$ cat config.mk
export PLATFORM = sky130hd
export DESIGN_NAME = tile_map_arbiter
export DESIGN_NICKNAME = d
export VERILOG_FILES = /design/src/rtl/tile_map_arbiter_pkg.sv /design/src/rtl/tile_map_arbiter_addr_calc.sv /design/src/rtl/tile_map_arbiter.sv
export SDC_FILE = /design/constraint.sdc
export NUM_CORES = 1
export LEC_CHECK = 0
export BUFFER_PORTS_ARGS = -buffer_cell sky130_fd_sc_hd__buf_2
export CAP_MARGIN = 20
export CORE_MARGIN = 4
export CORE_UTILIZATION = 52
export CTS_CLUSTER_SIZE = 40
export DETAILED_ROUTE_END_ITERATION = 6
export GPL_ROUTABILITY_DRIVEN = 0
export PLACE_DENSITY = 0.84
export SLEW_MARGIN = 0
export SYNTH_ARGS = -nofsm -noshare
export SYNTH_HDL_FRONTEND = slang
export SYNTH_HIERARCHICAL = 1
export SYNTH_SLANG_ARGS = --single-unit
$ cat constraint.sdc
create_clock -name i_Clk -period 3.1 [get_ports i_Clk]
set_clock_uncertainty 0.1 [all_clocks]
set_input_delay 0.62 -clock i_Clk [delete_from_list [all_inputs] [get_ports i_Clk]]
set_output_delay 0.62 -clock i_Clk [all_outputs]
set_load 0.005 [all_outputs]
$ cat src/rtl/tile_map_arbiter_pkg.sv
// Shared definitions for the tile-map arbiter: map geometry, tile codes,
// write-FSM state encoding and the nibble merge helper.
// Optional feature macro: MAP_CLEAR_EN (adds the post-reset CLEAR sweep state).
package tile_map_arbiter_pkg;

    localparam int MAP_W         = 20;
    localparam int MAP_H         = 15;
    localparam int ADDR_W        = 9;
    localparam int BYTES_PER_ROW = MAP_W / 2;
    localparam int MAP_BYTES     = MAP_W * MAP_H / 2;

    localparam logic [3:0] TILE_WALL   = 4'h0;
    localparam logic [3:0] TILE_FLOOR  = 4'h1;
    localparam logic [3:0] TILE_PLAYER = 4'h2;
    localparam logic [3:0] CLEAR_TILE  = TILE_FLOOR;

`ifdef MAP_CLEAR_EN
    typedef enum logic [2:0] {
        ST_IDLE  = 3'd0,
        ST_READ  = 3'd1,
        ST_MERGE = 3'd2,
        ST_WRITE = 3'd3,
        ST_CLEAR = 3'd4
    } wr_state_e;
`else
    typedef enum logic [2:0] {
        ST_IDLE  = 3'd0,
        ST_READ  = 3'd1,
        ST_MERGE = 3'd2,
        ST_WRITE = 3'd3
    } wr_state_e;
`endif

    // Replace one nibble of a stored byte; upper selects bits [7:4] (odd x).
    function automatic logic [7:0] merge_nibble(input logic [7:0] old_byte,
                                                input logic       upper,
                                                input logic [3:0] tile);
        logic [7:0] result;
        result = old_byte;
        if (upper) begin
            result[7:4] = tile;
        end else begin
            result[3:0] = tile;
        end
        return result;
    endfunction

endpackage

$ cat src/rtl/tile_map_arbiter_addr_calc.sv
// Maps a tile coordinate onto the packed tile-map BRAM: byte address,
// nibble select (odd columns live in the upper nibble) and an in-range flag.
// Optional feature macro: none.
module tile_addr_calc
    import tile_map_arbiter_pkg::*;
(
    input  logic [4:0]        i_X,
    input  logic [3:0]        i_Y,
    output logic [ADDR_W-1:0] o_Addr,
    output logic              o_Nibble_Sel,
    output logic              o_In_Range
);

    localparam logic [4:0]        MAP_W_X    = 5'(MAP_W);
    localparam logic [3:0]        MAP_H_Y    = 4'(MAP_H);
    localparam logic [ADDR_W-1:0] ROW_STRIDE = ADDR_W'(BYTES_PER_ROW);

    logic [ADDR_W-1:0] y_ext;
    logic [ADDR_W-1:0] col_pair;

    // Row base plus column pair gives the byte; column LSB picks the nibble.
    always_comb begin
        y_ext        = {{(ADDR_W-4){1'b0}}, i_Y};
        col_pair     = {{(ADDR_W-4){1'b0}}, i_X[4:1]};
        o_Addr       = (y_ext * ROW_STRIDE) + col_pair;
        o_Nibble_Sel = i_X[0];
        o_In_Range   = (i_X < MAP_W_X) && (i_Y < MAP_H_Y);
    end

endmodule

$ cat src/rtl/tile_map_arbiter.sv
// Tile-map BRAM arbiter: shares the single BRAM read port between the
// fixed-latency VGA renderer (always wins) and game-logic single-tile
// writes performed as read-modify-write.
// Optional feature macro: MAP_CLEAR_EN (post-reset sweep filling the map with CLEAR_TILE).
module tile_map_arbiter
    import tile_map_arbiter_pkg::*;
(
    input  logic              i_Clk,
    input  logic              i_Reset,
    input  logic              i_Rd_Req,
    input  logic [4:0]        i_Rd_X,
    input  logic [3:0]        i_Rd_Y,
    output logic              o_Rd_Valid,
    output logic [3:0]        o_Rd_Tile,
    input  logic              i_Wr_Req,
    input  logic [4:0]        i_Wr_X,
    input  logic [3:0]        i_Wr_Y,
    input  logic [3:0]        i_Wr_Tile,
    output logic              o_Wr_Busy,
    output logic              o_Wr_Done,
    output logic [ADDR_W-1:0] o_Bram_Raddr,
    input  logic [7:0]        i_Bram_Rdata,
    output logic [ADDR_W-1:0] o_Bram_Waddr,
    output logic [7:0]        o_Bram_Wdata,
    output logic              o_Bram_We
);

`ifdef MAP_CLEAR_EN
    localparam wr_state_e  RESET_STATE = ST_CLEAR;
    localparam logic [7:0] LAST_CLEAR  = 8'(MAP_BYTES - 1);
`else
    localparam wr_state_e  RESET_STATE = ST_IDLE;
`endif

    logic [ADDR_W-1:0] rd_addr;
    logic              rd_nib;
    logic              rd_in_range;
    logic [ADDR_W-1:0] wr_addr_in;
    logic              wr_nib_in;
    logic              wr_in_range;

    logic              rd_req_p_q, rd_req_p_d;
    logic              rd_nib_p_q, rd_nib_p_d;
    logic              rd_inr_p_q, rd_inr_p_d;
    logic              rd_valid_q, rd_valid_d;
    logic [3:0]        rd_tile_q, rd_tile_d;

    wr_state_e         state_q, state_d;
    logic [ADDR_W-1:0] wr_addr_q, wr_addr_d;
    logic              wr_nib_q, wr_nib_d;
    logic [3:0]        wr_tile_q, wr_tile_d;
    logic              busy_q, busy_d;
    logic              done_q, done_d;
    logic              we_q, we_d;
    logic [ADDR_W-1:0] waddr_q, waddr_d;
    logic [7:0]        wdata_q, wdata_d;
`ifdef MAP_CLEAR_EN
    logic [7:0]        clr_cnt_q, clr_cnt_d;
`endif

    tile_addr_calc u_rd_calc (
        .i_X          (i_Rd_X),
        .i_Y          (i_Rd_Y),
        .o_Addr       (rd_addr),
        .o_Nibble_Sel (rd_nib),
        .o_In_Range   (rd_in_range)
    );

    tile_addr_calc u_wr_calc (
        .i_X          (i_Wr_X),
        .i_Y          (i_Wr_Y),
        .o_Addr       (wr_addr_in),
        .o_Nibble_Sel (wr_nib_in),
        .o_In_Range   (wr_in_range)
    );

    // Renderer owns the read port whenever it asks; otherwise the game address is presented.
    always_comb begin
        o_Bram_Raddr = i_Rd_Req ? rd_addr : wr_addr_q;
    end

    // Two-stage render pipe: carry nibble/range alongside the BRAM latency, then register the tile.
    always_comb begin
        rd_req_p_d = i_Rd_Req;
        rd_nib_p_d = rd_nib;
        rd_inr_p_d = rd_in_range;
        rd_valid_d = rd_req_p_q;
        rd_tile_d  = 4'h0;
        if (rd_req_p_q && rd_inr_p_q) begin
            rd_tile_d = rd_nib_p_q ? i_Bram_Rdata[7:4] : i_Bram_Rdata[3:0];
        end
    end

    // Write FSM next-state: accept, wait for a free read slot, merge the nibble, then pulse the write.
    always_comb begin
        state_d   = state_q;
        wr_addr_d = wr_addr_q;
        wr_nib_d  = wr_nib_q;
        wr_tile_d = wr_tile_q;
        busy_d    = 1'b0;
        done_d    = 1'b0;
        we_d      = 1'b0;
        waddr_d   = waddr_q;
        wdata_d   = wdata_q;
`ifdef MAP_CLEAR_EN
        clr_cnt_d = clr_cnt_q;
`endif
        case (state_q)
            ST_IDLE: begin
                if (i_Wr_Req && !busy_q) begin
                    wr_addr_d = wr_addr_in;
                    wr_nib_d  = wr_nib_in;
                    wr_tile_d = i_Wr_Tile;
                    busy_d    = 1'b1;
                    if (wr_in_range) begin
                        state_d = ST_READ;
                    end else begin
                        state_d = ST_WRITE;
                        done_d  = 1'b1;
                    end
                end
            end
            ST_READ: begin
                busy_d = 1'b1;
                if (!i_Rd_Req) begin
                    state_d = ST_MERGE;
                end
            end
            ST_MERGE: begin
                busy_d  = 1'b1;
                we_d    = 1'b1;
                done_d  = 1'b1;
                waddr_d = wr_addr_q;
                wdata_d = merge_nibble(i_Bram_Rdata, wr_nib_q, wr_tile_q);
                state_d = ST_WRITE;
            end
            ST_WRITE: begin
                state_d = ST_IDLE;
            end
`ifdef MAP_CLEAR_EN
            ST_CLEAR: begin
                busy_d    = 1'b1;
                we_d      = 1'b1;
                waddr_d   = ADDR_W'(clr_cnt_q);
                wdata_d   = {CLEAR_TILE, CLEAR_TILE};
                clr_cnt_d = clr_cnt_q + 8'd1;
                if (clr_cnt_q == LAST_CLEAR) begin
                    state_d = ST_IDLE;
                end
            end
`endif
            default: begin
                state_d = ST_IDLE;
            end
        endcase
    end

    // All state registers; synchronous reset drops any pending write and flushes the render pipe.
    always_ff @(posedge i_Clk) begin
        if (i_Reset) begin
            rd_req_p_q <= 1'b0;
            rd_nib_p_q <= 1'b0;
            rd_inr_p_q <= 1'b0;
            rd_valid_q <= 1'b0;
            rd_tile_q  <= 4'h0;
            state_q    <= RESET_STATE;
            wr_addr_q  <= '0;
            wr_nib_q   <= 1'b0;
            wr_tile_q  <= 4'h0;
            busy_q     <= 1'b0;
            done_q     <= 1'b0;
            we_q       <= 1'b0;
            waddr_q    <= '0;
            wdata_q    <= 8'h00;
`ifdef MAP_CLEAR_EN
            clr_cnt_q  <= 8'd0;
`endif
        end else begin
            rd_req_p_q <= rd_req_p_d;
            rd_nib_p_q <= rd_nib_p_d;
            rd_inr_p_q <= rd_inr_p_d;
            rd_valid_q <= rd_valid_d;
            rd_tile_q  <= rd_tile_d;
            state_q    <= state_d;
            wr_addr_q  <= wr_addr_d;
            wr_nib_q   <= wr_nib_d;
            wr_tile_q  <= wr_tile_d;
            busy_q     <= busy_d;
            done_q     <= done_d;
            we_q       <= we_d;
            waddr_q    <= waddr_d;
            wdata_q    <= wdata_d;
`ifdef MAP_CLEAR_EN
            clr_cnt_q  <= clr_cnt_d;
`endif
        end
    end

    // Registered outputs straight from the flops.
    always_comb begin
        o_Rd_Valid   = rd_valid_q;
        o_Rd_Tile    = rd_tile_q;
        o_Wr_Busy    = busy_q;
        o_Wr_Done    = done_q;
        o_Bram_We    = we_q;
        o_Bram_Waddr = waddr_q;
        o_Bram_Wdata = wdata_q;
    end

endmodule

Word-level counts from Yosys, hierarchy flattened
Index checks and enable logic that the tools add are counted.
{ "op_classes": {"addsub": 2, "multipliers": 2, "n_lt_le_gt_ge": 4, "n_eq_ne": 4, "muxes": 14, "bitwise": 1, "n_reduce_logical": 10} }
{ "op_table": {"columns": ["operator", "count"], "rows": [
  ["8-bit by 4-bit adder with 9-bit output", 2],
  ["4-bit by 3-bit multiplier with 7-bit output, second input constant", 2],
  ["4-bit two-way mux", 3],
  ["5-bit less-than comparator, second input constant", 2],
  ["9-bit two-way mux", 1],
  ["3-bit case mux with 3 select lines", 1],
  ["4-bit less-than comparator, second input constant", 2],
  ["3-bit two-way mux", 2],
  ["1-bit logical AND", 4],
  ["1-bit two-way mux", 4],
  ["2-bit != test, second input constant", 2],
  ["1-bit case mux with 2 select lines", 2],
  ["2-bit AND reduction", 2],
  ["2-bit OR reduction", 2],
  ["3-bit by 1-bit equality test with 1-bit output, second input constant", 1],
  ["3-bit by 2-bit equality test with 1-bit output, second input constant", 1],
  ["3-bit zero test", 1],
  ["2-bit two-way mux", 1],
  ["1-bit zero test", 1],
  ["1-bit inverter", 1]
]} }
{ "word_totals": {"ff_bits": 45, "output_inout_bits": 34} }

Depth between registers and ports, before layout
{ "depth": {"word_depth": 5, "mapped_depth": 8, "ltp_nobuf": 8} }

Modules after synthesis
The synthesis kept the hierarchy.
{ "by_module_without_submodules": {"columns": ["module", "instances", "cells_each", "area_per_inst_um2", "seq_area_each_um2"], "rows": [
  ["tile_map_arbiter", 1, 187, 1805.5, 880.8],
  ["tile_addr_calc (u_rd_calc)", 1, 35, 300.3, 0.0],
  ["tile_addr_calc (u_wr_calc)", 1, 35, 296.5, 0.0]
]} }

Worst setup path after synthesis
OpenSTA, ideal clock, no wires.
{ "synth_timing": {"kind": "input port to output port", "from": "input port i_Rd_Y[1]", "to": "output port o_Bram_Raddr[7]", "arrival_time_ns": 2.265, "required_time_ns": 2.380, "setup_slack_ns": 0.115, "path_stages": 7, "path_cell_list": "ha_1 -> ha_1 -> fa_1 -> xor2_1 -> o2111ai_1 -> xor2_1 -> mux2_2"} }
{ "synth_between": {"elab_chain_len": 3} }
{ "synth_lines": {"columns": ["item", "line_no", "rtl"], "rows": [
  ["start: declaration", "tile_map_arbiter.sv:12", "input logic [3:0] i_Rd_Y,"],
  ["4-bit by 3-bit multiplier with 7-bit output", "tile_map_arbiter_addr_calc.sv:25", "o_Addr = (y_ext * ROW_STRIDE) + col_pair;"],
  ["8-bit by 4-bit adder with 9-bit output", "tile_map_arbiter_addr_calc.sv:25", null],
  ["named net rd_addr[7]", "tile_map_arbiter.sv:35", "logic [ADDR_W-1:0] rd_addr;"],
  ["9-bit two-way mux", "tile_map_arbiter.sv:79", "o_Bram_Raddr = i_Rd_Req ? rd_addr : wr_addr_q;"],
  ["end: declaration", "tile_map_arbiter.sv:21", "output logic [ADDR_W-1:0] o_Bram_Raddr,"]
]} }
The timed path passes the listed nets, and every way through them passes these cells.

Final worst setup path
{ "layout_timing": {"from": "input port i_Rd_Y[3]", "to": "output port o_Bram_Raddr[6]"} }
Same word-level chain as after synthesis.

==> results.cfg <==
[worst_setup_path]
cp_max_fo = 4
cp-start-kind = input port
required_ps = 2380
cpMaxStageDelayCell = fa_2
crit_type = input port to primary output
critical_path_buf_inv_count = 2
arrival_ps = 2410
critPathMostFrequentCell = ha_4
path_delay_family = adder cells
slowest_delay_ps = 570
crit_chain = buf_8 > ha_4 > ha_4 > fa_2 > nand3_2 > o21ai_2 > xor2_1 > mux2_4 > buf_6
end_kind = primary output

[final_layout]
drive_gt1_share_pct = 32.3
synthToLayoutAreaGrowth_pct = 23.0
postLayoutCellArea_sq_mm = 0.00295
layout_common_cells = buf_2, dfxtp_1, nand2_1, nor2_1, mux2i_1
num-nets-final = 380
final_util_pct = 66.9
antennaDiodeCount = 0
final_common_cell = buf_2
fillers = 356

[yosys]
synth.top_cell.area_share_pct = 36.7
syn_area_sq_mm = 0.00240
seq_area_frac_synth_pct = 36.7
synth_area_leaders = dfxtp_1, ha_1, mux2i_1
ys.flop_type = dfxtp_1
ys_ff_latch = 44
synth_cell_types = 35
syn_nets = 313
synth_edf_count = 0
synthArstFlopShare_pct = 0
avgSynthCellArea_sq_um = 9.35
yosysTopAreaCell = dfxtp_1
yosysWarningCount = 6
synthCells = 257

[pwr]
p_leak_uw = 0.00134
p_per_area_mw_per_mm2 = 601
ir_drop_mv = 0.261

[timing]
setup_violations = 1
period_needed_ps = 3130
slew_headroom_pct = 64.5
hold_violations = 0
finalCritPeriodShare_pct = 101
worst_pin_slew_ps = 531
rsz0062_at_grt = yes
timing.fmax_mhz = 320
slew_violations = 0
holdWs_ps = 365
finalWorstSetupSlack_ps = -28.2

[floorplanning]
rows = 24
core-area_sq_mm = 0.00441
die_y_um = 76.0
ios = 68
dieArea_sq_mm = 0.00577
die_x_um = 76.0
initial_core_util_pct = 54.4

[grt]
grt_start_max_net_pins = 28
overflow = 0
antenna_found_initial = 0
grt.total_usage_pct = 18.2
grt_pass1_wl_um = 8860
grt_pass1_vias = 1915

[clocking]
htreeDepth = 2
numCtsBuffers = 5
path_clk_slew_ps = 80
clk_path_buf_depth = 2
cts.sinks = 44
cts-root-buf = clkbuf_8
cts_tree = yes
clk_latency_ps = 300

[route]
postRouteWirelength_um = 5170
drtPass1Iterations = 4
drtAntennaViolNets = 0
vias = 1900
wl_per_cell_um = 13.7
drc = 0
drt_iter0_markers = 60
vias_per_cell = 5.04

[min_path]
hp-class = flop to flop

[placement]
io_buffers = 67
placed_area_sq_mm = 0.00274
dp.final_hpwl_um = 3970

[outcome]
outcome = finished with violations
failed_checks = negative setup slack

[run]
drv_cap = 0
final cells by class:
| cell class | instances | area [sq um] | share of cell area, % |
|---|---|---|---|
| clock inverters | 3 | 46.3 | 1.57 |
| flip-flops and latches | 44 | 881 | 29.8 |
| inverters | 13 | 48.8 | 1.65 |
| clock buffers | 5 | 68.8 | 2.33 |
| repair buffers | 77 | 439 | 14.9 |
| well taps | 52 | 65.1 | 2.20 |
| multi-input cells | 183 | 1410 | 47.6 |
final timing paths:
kind	startpoint	end	slack [ps]	depth (start not counted)
max	i_Rd_Y[3]	o_Bram_Raddr[6]	-30	9
min	rd_req_p_q	o_Rd_Valid	360	1
max reg2reg	state_q[0]	o_Bram_Wdata[2]	1380	5
min reg2reg	rd_req_p_q	o_Rd_Valid	360	1
kinds of logic after synthesis:
logic type,Yosys count,synth area share (%)
and+or+nand+nor,75,13.7
muxes,32,13.9
AOI/OAI and AO/OA,42,11.6
DFF,44,36.7
buffers and inverters,30,7.14
xor gates and xnor gates,12,4.37
adders and majority gates,22,12.7
metrics by stage:
| step | setup TNS [ps] | setup WS (ps) | instances | power, uW |
|---|---|---|---|---|
| finish | -28.2 | -28.2 | 377 | 1780 |
| global route | -223 | -78.8 | 377 | 1900 |
| CTS | -177 | -76.7 | 377 | 1790 |
| detailed placement | -577 | -186 | 367 | 1320 |
| global placement | -321 | -125 | 367 | 1300 |
| floorplan | 0 | 115 | 257 | 1170 |
cells in the mapped netlist (all sizes together), types with 3 or more instances:
cell type / n
o21a: 3
inv: 13
ha: 18
nor2b: 8
mux2i: 22
buf: 15
xnor2: 4
nor2: 25
a21oi: 16
fa: 4
nand2: 31
nand3: 4
dfxtp: 44
xor2: 8
mux2: 10
o21ai: 5
a211oi: 8
report_power, final:
group	switching, uW	total [uW]	internal [uW]
Clock	197	439	242
Sequential	75.1	740	665
Combinational	305	596	292
metal layers:
layer | global-route usage (%) | up-vias | share of wire, % | wire length, um
li1 | - | 994 | - | -
met1 | 23.3 | 855 | 47 | 2440
met2 | 29.3 | 44 | 46 | 2380
met3 | 4.37 | 7 | 4.9 | 254
met4 | 7.65 | 0 | 2.0 | 105
met5 | 0 | - | 0 | 0
repair_timing:
action                     CTS  global route
buffers inserted             2             0
resized for setup           14             2
hold buffers                 0             0
pin swaps                    6             3
setup endpoints to repair    4             4
sequential cells by signal, indices dropped and copies added, names as in the netlist, 2 cells and up:
signal and count:
o_Rd_Tile 4, wr_tile_q 4, state_q 2, wr_addr_q 9
o_Bram_Waddr 9, o_Bram_Wdata 8
(Power assumes the default switching activity.)
